==> src/rtl/ocs_slot_switch_if.sv <==
// ocs_slot_switch_if
// Bundles the slot id and the ToR serial lanes of one OCS plane.
//   slot_id  : controller slot id, asynchronous to the switch clock
//   tor_txp/n: ToR uplink serial pairs, bit k = ToR k
//   tor_rxp/n: ToR downlink serial pairs, bit k = ToR k
// master = ToR/controller side (drives tx + slot), slave = switch side.
interface ocs_slot_switch_if #(
  parameter int P_PORT_NUM = 8
);
  logic                  slot_id;
  logic [P_PORT_NUM-1:0] tor_txp;
  logic [P_PORT_NUM-1:0] tor_txn;
  logic [P_PORT_NUM-1:0] tor_rxp;
  logic [P_PORT_NUM-1:0] tor_rxn;

  modport master (
    output slot_id, tor_txp, tor_txn,
    input  tor_rxp, tor_rxn
  );

  modport slave (
    input  slot_id, tor_txp, tor_txn,
    output tor_rxp, tor_rxn
  );
endinterface

==> src/rtl/ocs_slot_switch.sv <==
// ocs_slot_switch
// Behavioural 8-port optical circuit switch, one instance per OCS plane.
// Each ToR uplink pair is forwarded to ToR (i+ofs)%8, where ofs is picked
// from the plane/slot offset table. Every slot change inserts a dark
// interval of P_RECONFIG_CYCLES clocks (rxp=0, rxn=1 on every port).
// Ports:
//   i_clk   : control clock
//   i_rst_n : asynchronous active-low reset (outputs go dark at once)
//   bus     : slave side of ocs_slot_switch_if (slot id, tx in, rx out)

// One downlink lane: picks its source uplink from the current offset, or
// drives the static idle level while the plane is dark.
module ocs_lane #(
  parameter int P_PORT_NUM = 8,
  parameter int LANE       = 0
) (
  input  logic [P_PORT_NUM-1:0] txp,
  input  logic [P_PORT_NUM-1:0] txn,
  input  logic [2:0]            ofs,
  input  logic                  conn,
  output logic                  rxp,
  output logic                  rxn
);
  localparam logic [2:0] L_IDX = 3'(LANE);

  // Inverse of dst = src + ofs; 3-bit subtraction gives the mod-8 wrap.
  logic [2:0] src;
  assign src = L_IDX - ofs;

  always_comb begin
    rxp = conn ? txp[src] : 1'b0;
    rxn = conn ? txn[src] : 1'b1;
  end
endmodule

module ocs_slot_switch #(
  parameter int P_PORT_NUM        = 8,
  parameter int P_OCS_ID          = 0,
  parameter int P_OFS_S0_OCS0     = 1,
  parameter int P_OFS_S1_OCS0     = 2,
  parameter int P_OFS_S0_OCS1     = 3,
  parameter int P_OFS_S1_OCS1     = 4,
  parameter int P_RECONFIG_CYCLES = 234
) (
  input  logic               i_clk,
  input  logic               i_rst_n,
  ocs_slot_switch_if.slave   bus
);
  localparam logic [15:0] L_LAST = 16'(P_RECONFIG_CYCLES - 1);
  localparam logic [2:0]  L_OFS_S0 = (P_OCS_ID == 0) ? 3'(P_OFS_S0_OCS0) : 3'(P_OFS_S0_OCS1);
  localparam logic [2:0]  L_OFS_S1 = (P_OCS_ID == 0) ? 3'(P_OFS_S1_OCS0) : 3'(P_OFS_S1_OCS1);

  typedef enum logic {S_DARK, S_CONN} state_t;

  state_t      state, state_nxt;
  logic [15:0] cnt, cnt_nxt;
  logic        active_slot, active_nxt;
  logic        sync1, slot_s, slot_q;
  logic        chg;
  logic        conn;
  logic [2:0]  ofs;

  // Slot id is asynchronous: two-flop synchroniser, then one more flop so
  // a change is seen as a single-cycle mismatch.
  always_ff @(posedge i_clk or negedge i_rst_n) begin
    if (!i_rst_n) begin
      sync1  <= 1'b0;
      slot_s <= 1'b0;
      slot_q <= 1'b0;
    end else begin
      sync1  <= bus.slot_id;
      slot_s <= sync1;
      slot_q <= slot_s;
    end
  end

  assign chg = (slot_s != slot_q);

  // State register (with the dark counter and latched slot)
  always_ff @(posedge i_clk or negedge i_rst_n) begin
    if (!i_rst_n) begin
      state       <= S_DARK;
      cnt         <= '0;
      active_slot <= 1'b0;
    end else begin
      state       <= state_nxt;
      cnt         <= cnt_nxt;
      active_slot <= active_nxt;
    end
  end

  // Next-state logic. A change while dark restarts the interval so the
  // slot latched at the wrap is always the newest synchronised value.
  always_comb begin
    state_nxt  = state;
    cnt_nxt    = cnt;
    active_nxt = active_slot;
    case (state)
      S_DARK: begin
        if (chg) begin
          cnt_nxt = '0;
        end else if (cnt == L_LAST) begin
          cnt_nxt    = '0;
          active_nxt = slot_s;
          state_nxt  = S_CONN;
        end else begin
          cnt_nxt = cnt + 16'd1;
        end
      end
      S_CONN: begin
        if (chg) begin
          cnt_nxt   = '0;
          state_nxt = S_DARK;
        end
      end
      default: begin
        cnt_nxt   = '0;
        state_nxt = S_DARK;
      end
    endcase
  end

  // Output decode: select lines come only from registered state, so the
  // serial path is a pure mux with no clocked element.
  always_comb begin
    conn = (state == S_CONN);
    ofs  = active_slot ? L_OFS_S1 : L_OFS_S0;
  end

  logic [P_PORT_NUM-1:0] rxp_w, rxn_w;

  for (genvar g = 0; g < P_PORT_NUM; g++) begin : g_lane
    ocs_lane #(
      .P_PORT_NUM (P_PORT_NUM),
      .LANE       (g)
    ) u_lane (
      .txp  (bus.tor_txp),
      .txn  (bus.tor_txn),
      .ofs  (ofs),
      .conn (conn),
      .rxp  (rxp_w[g]),
      .rxn  (rxn_w[g])
    );
  end

  assign bus.tor_rxp = rxp_w;
  assign bus.tor_rxn = rxn_w;
endmodule

==> src/flat_wrapper.sv <==
// flat-port wrapper written by rule: the top's interface ports become plain ports
module ocs_slot_switch_flat 
#(
  parameter int P_PORT_NUM        = 8,
  parameter int P_OCS_ID          = 0,
  parameter int P_OFS_S0_OCS0     = 1,
  parameter int P_OFS_S1_OCS0     = 2,
  parameter int P_OFS_S0_OCS1     = 3,
  parameter int P_OFS_S1_OCS1     = 4,
  parameter int P_RECONFIG_CYCLES = 234
)
  (i_clk, i_rst_n, bus_slot_id, bus_tor_txp, bus_tor_txn, bus_tor_rxp, bus_tor_rxn);
  ocs_slot_switch_if #(.P_PORT_NUM(P_PORT_NUM)) bus_i ();
  input  logic i_clk;
  input  logic i_rst_n;
  input wire logic [$bits(bus_i.slot_id)-1:0] bus_slot_id;
  input wire logic [$bits(bus_i.tor_txp)-1:0] bus_tor_txp;
  input wire logic [$bits(bus_i.tor_txn)-1:0] bus_tor_txn;
  output wire logic [$bits(bus_i.tor_rxp)-1:0] bus_tor_rxp;
  output wire logic [$bits(bus_i.tor_rxn)-1:0] bus_tor_rxn;
  assign bus_i.slot_id = bus_slot_id;
  assign bus_i.tor_txp = bus_tor_txp;
  assign bus_i.tor_txn = bus_tor_txn;
  assign bus_tor_rxp = bus_i.tor_rxp;
  assign bus_tor_rxn = bus_i.tor_rxn;
  ocs_slot_switch #(.P_PORT_NUM(P_PORT_NUM), .P_OCS_ID(P_OCS_ID), .P_OFS_S0_OCS0(P_OFS_S0_OCS0), .P_OFS_S1_OCS0(P_OFS_S1_OCS0), .P_OFS_S0_OCS1(P_OFS_S0_OCS1), .P_OFS_S1_OCS1(P_OFS_S1_OCS1), .P_RECONFIG_CYCLES(P_RECONFIG_CYCLES)) u_core (.i_clk(i_clk), .i_rst_n(i_rst_n), .bus(bus_i));
endmodule
==> config.mk <==
export PLATFORM = sky130hd
export DESIGN_NAME = ocs_slot_switch_flat
export DESIGN_NICKNAME = d
export VERILOG_FILES = /design/src/rtl/ocs_slot_switch_if.sv /design/src/rtl/ocs_slot_switch.sv /design/src/flat_wrapper.sv
export SDC_FILE = /design/constraint.sdc
export NUM_CORES = 1
export LEC_CHECK = 0
export CAP_MARGIN = 20
export CORE_ASPECT_RATIO = 1.5
export CORE_UTILIZATION = 30
export CTS_BUF_LIST = sky130_fd_sc_hd__clkbuf_8
export CTS_CLUSTER_DIAMETER = 30
export DETAILED_ROUTE_END_ITERATION = 16
export HOLD_SLACK_MARGIN = 0.03
export SLEW_MARGIN = 10
export SYNTH_ARGS = -nofsm -noshare
export SYNTH_HDL_FRONTEND = slang
export SYNTH_SLANG_ARGS = --single-unit
==> constraint.sdc <==
create_clock -name i_clk -period 2 [get_ports i_clk]
set_input_delay 0.4 -clock i_clk [delete_from_list [all_inputs] [get_ports i_clk]]
set_output_delay 0.4 -clock i_clk [all_outputs]
set_load 0.01 [all_outputs]
======== Word level (Yosys, flattened, before mapping) ========
Index checks and enable logic that the tools add are counted.
word-level totals
  bits in registers ....................... 21
  output and inout bits ................... 16
  logic and storage cells ................. 86
cells by class
  add/subtract/negate cells ............... 9
  order comparisons ....................... 8
  eq/ne operators ......................... 3
  mux-type cells .......................... 57
  bitwise logic cells ..................... 2
  reductions and logical operators ........ 1
operator list
  kind                   count
  $bmux 1 s3             16
  $mux 16                3
  $mux 1                 35
  $lt 3x4->1 const B     8
  $pmux 16 s2            1
  $add 16x1->16 const B  1
  $eq 16x8->1 const B    1
  $sub 3x3->3 const A    4
  $sub 1x3->3 const A    2
  $sub 2x3->3 const A    2
  $reduce_and 3->1       1
  $mux 2                 1
  $ne 2x2->1 const B     1
  $not 1->1              2
  $pmux 1 s2             1
  $ne 1x1->1             1

======== Logic depth before layout (Yosys ltp) ========
  depth in word-level cells ............... 5
  gate-level depth with buffers ........... 9

======== Hierarchy ========
From an unflattened synthesis, not the netlist that was laid out.
second synthesis, totals
  cells, all modules ...................... 234
  area total of the unflattened synthesis .. 2481.1 sq um
modules (own cells, without submodules)
  module                                   instances  cells an instance  area an instance (sq um)  sequential area each (sq um)
  ocs_slot_switch                          1          125                1189.9                    525.5
  ocs_lane at u_core.g_lane[0].u_lane ...  2          14                 170.2                     0.0
  ocs_lane at u_core.g_lane[3].u_lane ...  2          16                 158.9                     0.0
  ocs_lane at u_core.g_lane[2].u_lane ...  2          11                 157.7                     0.0
  ocs_lane at u_core.g_lane[1].u_lane      1          14                 158.9                     0.0
  ocs_lane at u_core.g_lane[5].u_lane      1          13                 158.9                     0.0

======== Worst setup path before layout ========
OpenSTA, ideal clock, no wires.
  path kind ............................... register to register
  from .................................... reg u_core.cnt[0]
  to ...................................... reg u_core.cnt[15]
  arrival time ............................ 1597 ps
  slack ................................... 334 ps
  stages on the path, launching flop included .. 8
  cell sequence ........................... dfrtp_1 ha_1 and4bb_1 and4_4 nand2b_4 buf_6 or3_1 nand3_1
between the ends
  cells in the longest elaborated chain, start to end .. 4
  elaborated cells on any way between the ends .. 5
  those cells by class .................... add/sub (1); eq/ne (1); mux (3)
RTL lines
  item                                                 line                                            text
  from (decl)                                          ocs_slot_switch.sv:56                           logic [15:0] cnt, cnt_nxt;
  from (signal assigned)                               ocs_slot_switch.sv:87                           cnt <= cnt_nxt;
  $add 16x1->16 / $eq 16x8->1 (equally long branches)  ocs_slot_switch.sv:107, ocs_slot_switch.sv:102
  $mux 16 (*)                                          ocs_slot_switch.sv:102                          end else if (cnt == L_LAST) begin
  $mux 16 (*)                                          ocs_slot_switch.sv:100                          if (chg) begin
  $pmux 16 s2 (*)                                      ocs_slot_switch.sv:98                           case (state)
Every way passes the cells marked *; elsewhere a longest branch is shown, timed or not.
A chain may end at the register's enable or synchronous reset.

======== Worst setup path in the final report ========
  from .................................... in bus_tor_txn[5]
  to ...................................... out bus_tor_rxn[7]
between the ends
  cells in the longest elaborated chain, start to end .. 3
RTL lines
  item                          line                   text
  from (decl)                   flat_wrapper.sv:18     input wire logic [$bits(bus_i.tor_txn)-1:0] bus_tor_txn;
  $bmux 1 s3                    ocs_slot_switch.sv:32  rxn = conn ? txn[src] : 1'b1;
  $mux 1 (not written as such)  ocs_slot_switch.sv:32
  $mux 1                        ocs_slot_switch.sv:32
  to (decl)                     flat_wrapper.sv:20     output wire logic [$bits(bus_i.tor_rxn)-1:0] bus_tor_rxn;
Every way passes these cells. The select of a mux whose other input is x is not followed.

==> impl_metrics.toml <==
[pwr]
p_leak_uw = 0.000780
powerDensity_nw_per_um2 = 490
max-vdd-ir-drop_mv = 0.232

[final_layout]
mostFrequentLayoutCells = "nand2_1 (24), clkdlybuf4s50_1 (21), dfrtp_1 (20), mux2i_1 (16)"
seq_area_um2 = 527
final_common_cell = "nand2_1"
num_antenna_cells = 0
nNetsFinal = 203
fillerInstances = 461
multi_input_area_um2 = 742
drive_gt1_share_pct = 6.63
finish.instance_area_um2 = 1790
area_growth_pct = 23.4

[grt]
grt.overflow.total = 0
grt_max_degree = 22
antenna_found_initial = 0
grt_pass1_wl_um = 5080
grt_usage_pct = 12.7
grt_pass1_vias = 1156

[timing]
finClkSkew_ns = 0.00738
setup-tns-final_ns = 0
max_slew.worst_pin.slew_ns = 0.406
rsz0062_at_grt = "false"
post-route-worst-setup-slack_ns = 0.0549
finalMaxSlewViolations = 0
post-route-min-period_ns = 1.95
slew_headroom_pct = 72.9
period_share_pct = 97.3
finalHoldViolCount = 0
max_freq_mhz = 514
setup_viol = 0
hold_ws_ns = 0.359

[hold_path]
hold_start = "u_core.sync1"
whs_endpoint = "u_core.slot_s"
whs_path_depth = 0
hold_path.class = "reg2reg"

[route]
first_pass_iters = 4
wl_per_cell_um = 12.2
drtIter0Drc = 19
vias = 1193
wirelength_um = 2990
drc_errors = 0
ant_nets = 0
via_per_inst = 4.87

[job]
maxCapViolations = 0

[placement]
pre_cts_ws_ns = -0.0180
gp_congestion = 0.800
placed_cell_area_um2 = 1730
dp_hpwl_um = 2180
io_buffers = 34

[critical_path]
worst_setup_path_end_kind = "output pin"
required_ns = 1.60
path_cells = "clkdlybuf4s50_1 -> mux2i_1 -> nand2_1 -> clkdlybuf4s50_1"
cp_slowest_cell = "clkdlybuf4s50_1"
critPathMaxFanout = 2
critPathArrivalTime_ns = 1.55
timing.critical_path.from_type = "input pin"
cp_top_family = "buffers and inverters"
path_class = "in2out"
r2r-start = "u_core.cnt[0]"
regToRegSetupSlack_ns = 0.26
crit_cells = 4
crit_top_cell = "clkdlybuf4s50_1"
worst_r2r_endpoint = "u_core.cnt[5]"
critPathBufInv = 2
reg2reg_depth = 7
cpPeakStageDelay_ns = 0.53

[outcome]
outcome = "finished, final reports clean"

[yosys]
synth_seq_cells = 21
synth_top_cell_by_area = "dfrtp_1"
yosysWarnings = 0
synth_top_area_share_pct = 36.2
synth_area_leaders = "dfrtp_1 (36%), mux2i_1 (11%), buf_4 (8.3%)"
yosysUniqueCellTypes = 37
seq_area_frac_synth_pct = 36.2
synth-main-ff-cell = "dfrtp_1"
synth_edf_count = 0
postSynthNetCount = 185
syn_avg_cell_area_um2 = 8.86
synthArstFlopShare_pct = 100
synth_cells = 164
synthesis.area_um2 = 1450

[clocking]
cts.clk_slew.worst_paths_ns = 0.07
cts_buffer_depth = 2
worstSkewPairLatency_ns = 0.26
cts_hold_buf = 0
cts_max_level = 1
clock-sinks = 21
root_buffer = "clkbuf_8"
cts_tree = "yes"
cts_setup_buffers = 0
cts_buffers = 3

[floorplan]
die_w_um = 58.8
pin_count = 35
die_area_um2 = 5130
die_y_um = 87.2
rows = 30
start_util_pct = 31.7
core-area_um2 = 4580
-- cells by family (layout without fill, tap and decap cells) --
kind of cell | count (synthesis) | after routing | share of synthesized area (%)
compound gates | 27 | 27 | 11.5
xor+xnor | 3 | 3 | 1.81
fa+ha+maj | 2 | 2 | 1.72
buf+inv | 28 | 45 | 12.7
flops | 21 | 21 | 36.2
mux | 17 | 17 | 11.8
simple gates | 66 | 66 | 24.3
-- metrics by stage --
stage / power [µW] / cells / utilization (%)
after floorplan: 553 / 164 / -
after global placement: 611 / 241 / 37.8
after detailed placement: 614 / 241 / 37.8
after CTS: 893 / 245 / 38.7
after global routing: 928 / 245 / 39.2
final: 878 / 245 / 39.2
-- per-layer routing --
layer	GRT usage [%]	up-vias	part of all wire (%)
met2	24.3	29	53
met5	0	-	0
met1	13.9	566	42
met4	4.11	0	0.63
met3	1.93	2	4.1
li1	-	596	-
-- sequential cells by signal, summed over array words and instances (netlist names) --
name                flops
u_core.cnt             16
u_core.active_slot      1
u_core.conn             1
u_core.slot_q           1
u_core.slot_s           1
u_core.sync1            1
-- worst register-to-register path, delay by kind of cell, from the launching register on --
| family | cells | cell delay, ns |
|---|---|---|
| AO/OA/AOI/OAI | 2 | 0.31 |
| adder cells (fa/ha/maj) | 1 | 0.23 |
| buffers and inverters | 1 | 0.22 |
| flip-flops | 1 | 0.44 |
| AND/OR/NAND/NOR | 3 | 0.47 |
-- power breakdown --
group / switching (µW) / total (µW) / internal [µW]
registers: 26.9 / 472 / 445
logic: 62.4 / 133 / 70.7
clock network: 136 / 273 / 137
-- how the worst max path moves through the flow --
stage                       startpoint              to  slack (ns)
floorplan                u_core.cnt[0]  u_core.cnt[15]        0.33
detailed placement      bus_tor_txp[7]  bus_tor_rxp[1]       -0.02
finish                  bus_tor_txn[5]  bus_tor_rxn[7]        0.05
global placement        bus_tor_txp[7]  bus_tor_rxp[1]       -0.02
CTS                     bus_tor_txp[5]  bus_tor_rxp[7]       0.002
global route        u_core.active_slot  bus_tor_rxn[3]      0.0007
-- Yosys cell counts, drive strengths merged, types with 4 or more instances --
master / instances
nand3: 7
mux2i: 16
a21oi: 5
and3: 6
buf: 23
o21ai: 6
a31oi: 9
dfrtp: 21
nor2b: 9
nand2: 24
nor2: 4
-- what timing repair did --
| item | in CTS | in global routing |
|---|---|---|
| hold endpoints to repair | 0 | 0 |
| endpoints found under the setup margin | 6 | 10 |
| gates resized for setup | 6 | 9 |
-- area by class of cell --
cell class	count	area share, %
multi-input combinational	115	41.4
sequential	21	29.4
timing repair buffer	39	21.8
tap	64	4.47
clock buffer	3	2.30
inverter	2	0.419
clock inverter	1	0.209
(Power assumes the default switching activity.)
